==> src/rtl/move_ctrl_pkg.sv <==
// Direction codes shared with the craft position block, plus the mask and
// round-robin helpers used by the move controller.
`ifndef MOVE_DIR_DEFINES
`define MOVE_DIR_DEFINES
`define UP    2'd0
`define DOWN  2'd1
`define LEFT  2'd2
`define RIGHT 2'd3
`endif

package move_ctrl_pkg;

  typedef logic [1:0] dir_t;

  localparam int unsigned NUM_BTN    = 4;
  localparam int unsigned CNT_W      = 8;
  localparam dir_t        DIR_RESET  = `UP;
  localparam dir_t        LAST_RESET = `RIGHT;

  // Opposing buttons held together cancel each other out.
  function automatic logic [NUM_BTN-1:0] eff_mask(input logic [NUM_BTN-1:0] st);
    logic [NUM_BTN-1:0] m;
    m = st;
    if (st[`UP] && st[`DOWN]) begin
      m[`UP]   = 1'b0;
      m[`DOWN] = 1'b0;
    end else begin
      m = m;
    end
    if (st[`LEFT] && st[`RIGHT]) begin
      m[`LEFT]  = 1'b0;
      m[`RIGHT] = 1'b0;
    end else begin
      m = m;
    end
    return m;
  endfunction

  // Walk from lowest to highest priority so the last hit is the winner:
  // offset 1 from last is the first choice, offset 4 (last itself) the final one.
  function automatic dir_t rr_pick(input logic [NUM_BTN-1:0] mask, input dir_t last);
    dir_t cand;
    dir_t win;
    win = last;
    for (int k = 4; k >= 1; k--) begin
      cand = dir_t'(last + dir_t'(k));
      if (mask[cand]) begin
        win = cand;
      end else begin
        win = win;
      end
    end
    return win;
  endfunction

endpackage

==> src/rtl/move_ctrl_btn_debounce.sv <==
// One button: two-flop synchronizer followed by a saturating-free debounce
// counter that flips the debounced level after DEBOUNCE_CYCLES differing edges.
module btn_debounce
  import move_ctrl_pkg::*;
#(
  parameter int unsigned DEBOUNCE_CYCLES = 16
) (
  input  logic clk_run,
  input  logic rst,
  input  logic btn_i,
  output logic state_o
);

  localparam logic [CNT_W-1:0] CNT_LAST = CNT_W'(DEBOUNCE_CYCLES - 1);

  logic             sync1_q;
  logic             sync2_q;
  logic [CNT_W-1:0] cnt_q;
  logic [CNT_W-1:0] cnt_d;
  logic             state_q;
  logic             state_d;

  // Counter clears whenever the synchronized level agrees with the debounced one.
  always_comb begin
    cnt_d   = cnt_q;
    state_d = state_q;
    if (sync2_q == state_q) begin
      cnt_d = '0;
    end else if (cnt_q == CNT_LAST) begin
      state_d = ~state_q;
      cnt_d   = '0;
    end else begin
      cnt_d = cnt_q + CNT_W'(1);
    end
  end

  // Synchronizer and debounce state registers.
  always_ff @(posedge clk_run or posedge rst) begin
    if (rst) begin
      sync1_q <= 1'b0;
      sync2_q <= 1'b0;
      cnt_q   <= '0;
      state_q <= 1'b0;
    end else begin
      sync1_q <= btn_i;
      sync2_q <= sync1_q;
      cnt_q   <= cnt_d;
      state_q <= state_d;
    end
  end

  assign state_o = state_q;

endmodule

==> src/rtl/move_ctrl.sv <==
// Craft move controller: debounced direction buttons are paced into
// single-cycle move requests with round-robin direction arbitration.
module move_ctrl
  import move_ctrl_pkg::*;
#(
  parameter int unsigned DEBOUNCE_CYCLES = 16,
  parameter int unsigned STEP_PERIOD     = 4
) (
  input  logic         clk_run,
  input  logic         rst,
  input  logic [3:0]   btn_i,
  input  logic         moving_i,
  output logic         move_en_o,
  output logic [1:0]   direct_o,
  output logic [3:0]   btn_state_o,
  output logic         blocked_o
);

  localparam logic [CNT_W-1:0] PACE_LAST = CNT_W'(STEP_PERIOD - 1);

  logic [NUM_BTN-1:0] btn_state_s;
  logic [NUM_BTN-1:0] mask_s;
  logic               fire_s;
  dir_t               win_s;

  logic [CNT_W-1:0]   pace_q;
  logic [CNT_W-1:0]   pace_d;
  logic               move_en_q;
  logic               move_en_d;
  dir_t               direct_q;
  dir_t               direct_d;
  dir_t               last_dir_q;
  dir_t               last_dir_d;
  logic               pulse_dly_q;
  logic               pulse_dly_d;
  logic               blocked_q;
  logic               blocked_d;

  for (genvar g = 0; g < NUM_BTN; g++) begin : g_btn
    btn_debounce #(
      .DEBOUNCE_CYCLES(DEBOUNCE_CYCLES)
    ) u_deb (
      .clk_run (clk_run),
      .rst     (rst),
      .btn_i   (btn_i[g]),
      .state_o (btn_state_s[g])
    );
  end

  // Pacing, arbitration and boundary feedback next-state logic.
  always_comb begin
    mask_s      = eff_mask(btn_state_s);
    win_s       = rr_pick(mask_s, last_dir_q);
    fire_s      = (mask_s != 4'b0000) && (pace_q == '0);
    pace_d      = '0;
    move_en_d   = fire_s;
    direct_d    = direct_q;
    last_dir_d  = last_dir_q;
    pulse_dly_d = move_en_q;
    blocked_d   = blocked_q;

    if (mask_s == 4'b0000) begin
      pace_d = '0;
    end else if (pace_q == PACE_LAST) begin
      pace_d = '0;
    end else begin
      pace_d = pace_q + CNT_W'(1);
    end

    if (fire_s) begin
      direct_d   = win_s;
      last_dir_d = win_s;
    end else begin
      direct_d   = direct_q;
      last_dir_d = last_dir_q;
    end

    // Feedback for a step arrives one cycle after its request pulse.
    if (pulse_dly_q) begin
      blocked_d = ~moving_i;
    end else begin
      blocked_d = blocked_q;
    end
  end

  // Controller state and registered outputs.
  always_ff @(posedge clk_run or posedge rst) begin
    if (rst) begin
      pace_q      <= '0;
      move_en_q   <= 1'b0;
      direct_q    <= DIR_RESET;
      last_dir_q  <= LAST_RESET;
      pulse_dly_q <= 1'b0;
      blocked_q   <= 1'b0;
    end else begin
      pace_q      <= pace_d;
      move_en_q   <= move_en_d;
      direct_q    <= direct_d;
      last_dir_q  <= last_dir_d;
      pulse_dly_q <= pulse_dly_d;
      blocked_q   <= blocked_d;
    end
  end

  assign move_en_o   = move_en_q;
  assign direct_o    = direct_q;
  assign btn_state_o = btn_state_s;
  assign blocked_o   = blocked_q;

endmodule

==> config.mk <==
export PLATFORM = sky130hd
export DESIGN_NAME = move_ctrl
export DESIGN_NICKNAME = d
export VERILOG_FILES = /design/src/rtl/move_ctrl_pkg.sv /design/src/rtl/move_ctrl_btn_debounce.sv /design/src/rtl/move_ctrl.sv
export SDC_FILE = /design/constraint.sdc
export NUM_CORES = 1
export LEC_CHECK = 0
export CAP_MARGIN = 20
export CORE_MARGIN = 5
export CORE_UTILIZATION = 53
export CTS_CLUSTER_DIAMETER = 80
export CTS_CLUSTER_SIZE = 20
export DETAILED_ROUTE_END_ITERATION = 8
export PLACE_DENSITY = 0.8
export SLEW_MARGIN = 20
export SYNTH_ARGS = -nofsm -noshare
export SYNTH_HDL_FRONTEND = slang
export SYNTH_SLANG_ARGS = --single-unit
export TNS_END_PERCENT = 5
==> constraint.sdc <==
create_clock -name clk_run -period 1.65 [get_ports clk_run]
set_input_delay 0.165 -clock clk_run [delete_from_list [all_inputs] [get_ports clk_run]]
set_output_delay 0.165 -clock clk_run [all_outputs]
set_load 0.005 [all_outputs]
==> summary.txt <==
Synthesis
  • Area leader, netlist: dfrtp_1
  • Sequential-to-total area share from yosys stat: 0.539
  • Post-synth cell types: 33
  • Syn_nets: 269
  • Yosys warns: 0
  • Synth top area share: 0.520
  • Synth Register Bits: 59
  • Post-Synthesis Cells: 247
  • Leading post-synthesis cells by cell area: dfrtp_1 52%, xor2_1 7.7%, ha_1 6.8%, nor2_1 5.3%, xnor2_1 4.5%
  • Syn Area/Cell: 11.1 µm²
  • Synthesized cell area: 0.00275 mm²

Placed design
  • GP Congestion: 0.790
  • # port buffers: 14
  • Placed inst area: 0.00300 mm²
  • Placed Cells: 333
  • HPWL Detailed: 3.10 mm

CTS
  • CTS Buf Count: 9
  • Hold buffers post-CTS: 0
  • Clk Latency, worst-skew pair: 330 ps
  • Root Buffer: clkbuf_8
  • CTS H-tree depth: 3
  • Clock Path Buffers: 2
  • CTS tree: yes
  • Clock-pin transition on the worst setup and hold timing paths: 60 ps
  • Clk sinks: 59

Detailed routing
  • Residual DRC count: 0
  • Wire length on met2: 2.06 mm
  • Routed wl met3: 130 µm
  • Detail Route Antenna Nets: 0
  • Avg Vias per Cell: 5.04
  • Top Metal Used: met4
  • DR vias: 1,768
  • DR iter-0 viols: 53
  • Met1 WL: 2.06 mm
  • WL per Instance: 12.5 µm
  • WL final: 4.38 mm
  • Detailed Routing Iterations Pass 1: 4

Floorplan
  • Ports: 15
  • Initial core utilization: 0.541
  • Die Span Y: 82.0 µm
  • Core box area: 0.00507 mm²
  • Die X: 82.0 µm
  • Die area: 0.00672 mm²
  • Rows: 26

GRT
  • First-pass GRT wire length: 7.92 mm
  • Largest net degree at the start of global routing: 29
  • Gr usage total: 0.158
  • Vias in the first global route: 1,811
  • Aggregate global routing overflow: 0
  • Initial antenna violation count: 0

Power and ir drop
  • Psw: 0.626 mW
  • Total Power: 2.92 mW
  • Max VDD drop: 487 µV
  • Clock power share: 0.433
  • Lkg Pwr: 1.50 nW
  • Sequential share of power: 0.520
  • Sw frac: 0.215
  • Combinational group share of total power: 0.047
  • Design internal power: 2.29 mW
  • PD cells: 907 mW/mm²

Setup path
  • CP Capture Type: flip-flop
  • Reg-to-reg slack, setup: 90 ps
  • R2r worst-path depth: 6
  • Crit path required time: 1920 ps
  • Startpoint types: flip-flop
  • WS Path Type: flip-flop to flip-flop
  • Critical Path End: direct_o[1]
  • Setup crit start: g_btn[2].u_deb.state_o
  • Worst Path Max Fanout: 3
  • Critical Path AT: 1830 ps
  • Worst reg2reg path endpoint: direct_o[1]
  • Reg-to-reg startpoint: g_btn[2].u_deb.state_o

Cells and area
  • Most frequent cells in the layout: 57 x dfrtp_1, 39 x nor2_1, 24 x xor2_1
  • Final-layout fill cell count: 414
  • Layout cell share with drive strength beyond 1: 0.142
  • NumNets Final: 298
  • Fin area: 0.00322 mm²
  • Most common cell after layout, fill and taps aside: dfrtp_1
  • ANT cells: 0
  • Multi-input logic area: 0.00120 mm²
  • Storage cell area: 0.00148 mm²
  • Layout area overhead: 17.2%
  • Layout Cells excl Fill: 351

Timing
  • Skew final: 7.57 ps
  • Minimum clock period: 1560 ps
  • Slew @ Worst Pin: 395 ps
  • Hold Violations, Final: 0
  • Hold_ws: 138 ps
  • Fmax: 641 MHz
  • # setup viols final: 0
  • Slew Viols, Final: 0
  • Relative slew slack: 0.737
  • Tcrit/Tclk final: 0.946

Run status
  • Status: completed

Flow run
  • Max_cap viols: 0

Min path
  • Hold crit path type: primary input to async pin
==> cell usage after synthesis, drive strengths merged <==
cell type,instances
dfrtp,57
nor2,39
xor2,24
nand2,16
ha,15
xnor2,14
nand3,12
and3,11
inv,9
and2,8
buf,5
nand4,5
nor4,5
a21oi,4
mux2,4
a21o,3
dfstp,2
o21ai,2
a211oi,1
a21bo,1
a21boi,1
a22oi,1
clkbuf,1
clkinv,1
mux2i,1
mux4,1
nand3b,1
o211ai,1
o221a,1
or2b,1
==> area by class of cell <==
| class | count | share of cell area |
|---|---|---|
| sequential | 59 | 0.460 |
| clock buffer | 14 | 0.0474 |
| inverter | 10 | 0.0121 |
| timing repair buffer | 24 | 0.0708 |
| multi-input combinational | 172 | 0.372 |
| tap | 70 | 0.0272 |
| clock inverter | 2 | 0.0109 |
==> routing by layer <==
layer | up-vias | track usage
met1 | 856 | 0.196
met5 | - | 0
met2 | 26 | 0.242
met3 | 13 | 0.0406
li1 | 873 | -
met4 | 0 | 0.106
==> per-stage QoR <==
stage	setup WS, ps	util	setup TNS, ps
after floorplan	32.0	-	0
after global placement	138	0.591	0
after detailed placement	101	0.591	0
after CTS	73.0	0.628	0
after global routing	-1.14	0.634	-1.60
final	89.8	0.634	0
==> registers in the layout, indices dropped and copies added, names as in the netlist <==
signal               cells
blocked_o                1
direct_o                 2
g_btn.u_deb.cnt_q       32
g_btn.u_deb.state_o      4
g_btn.u_deb.sync1_q      4
g_btn.u_deb.sync2_q      4
last_dir_q               2
move_en_o                1
pace_q                   8
pulse_dly_q              1
==> timing repair <==
item,CTS,global route
buffers inserted,0,2
endpoints found under the setup margin,0,2
endpoints found under the hold margin,0,0
gates resized for setup,0,5
==> kinds of logic after synthesis <==
family          Yosys count  share of synthesized area
compound gates           15                     0.0397
fa+ha+maj                15                     0.0684
flops                    59                      0.539
buf+inv                  16                     0.0305
simple gates             98                      0.173
xor+xnor                 38                      0.121
mux                       6                     0.0283
==> power groups by stage <==
stage	Combinational, mW	Sequential, mW	Clock (mW)
2_1_floorplan	0.0896	1.54	0
3_3_place_gp	0.137	1.54	0
3_5_place_dp	0.141	1.54	0
4_1_cts	0.142	1.52	1.30
5_1_grt	0.161	1.52	1.38
6_report	0.137	1.52	1.26
==> worst max-delay path, cell delays in order, from the launching register on <==
cell      delay, ps
dfrtp_1         400
inv_2            70
ha_1            160
inv_1            50
mux4_2          450
a211oi_2        260
a21o_1          110
==> how the worst min path moves through the flow <==
stage,depth (start not counted),to,slack [ps],start
2_1_floorplan,0,g_btn[0].u_deb.sync1_q,200,btn_i[0]
3_3_place_gp,0,g_btn[1].u_deb.sync2_q,330,g_btn[1].u_deb.sync1_q
3_5_place_dp,0,g_btn[2].u_deb.sync2_q,340,g_btn[2].u_deb.sync1_q
4_1_cts,2,move_en_o,140,rst
5_1_grt,2,move_en_o,160,rst
6_report,2,move_en_o,140,rst
No activity file was read; power rests on OpenSTA's default activity.
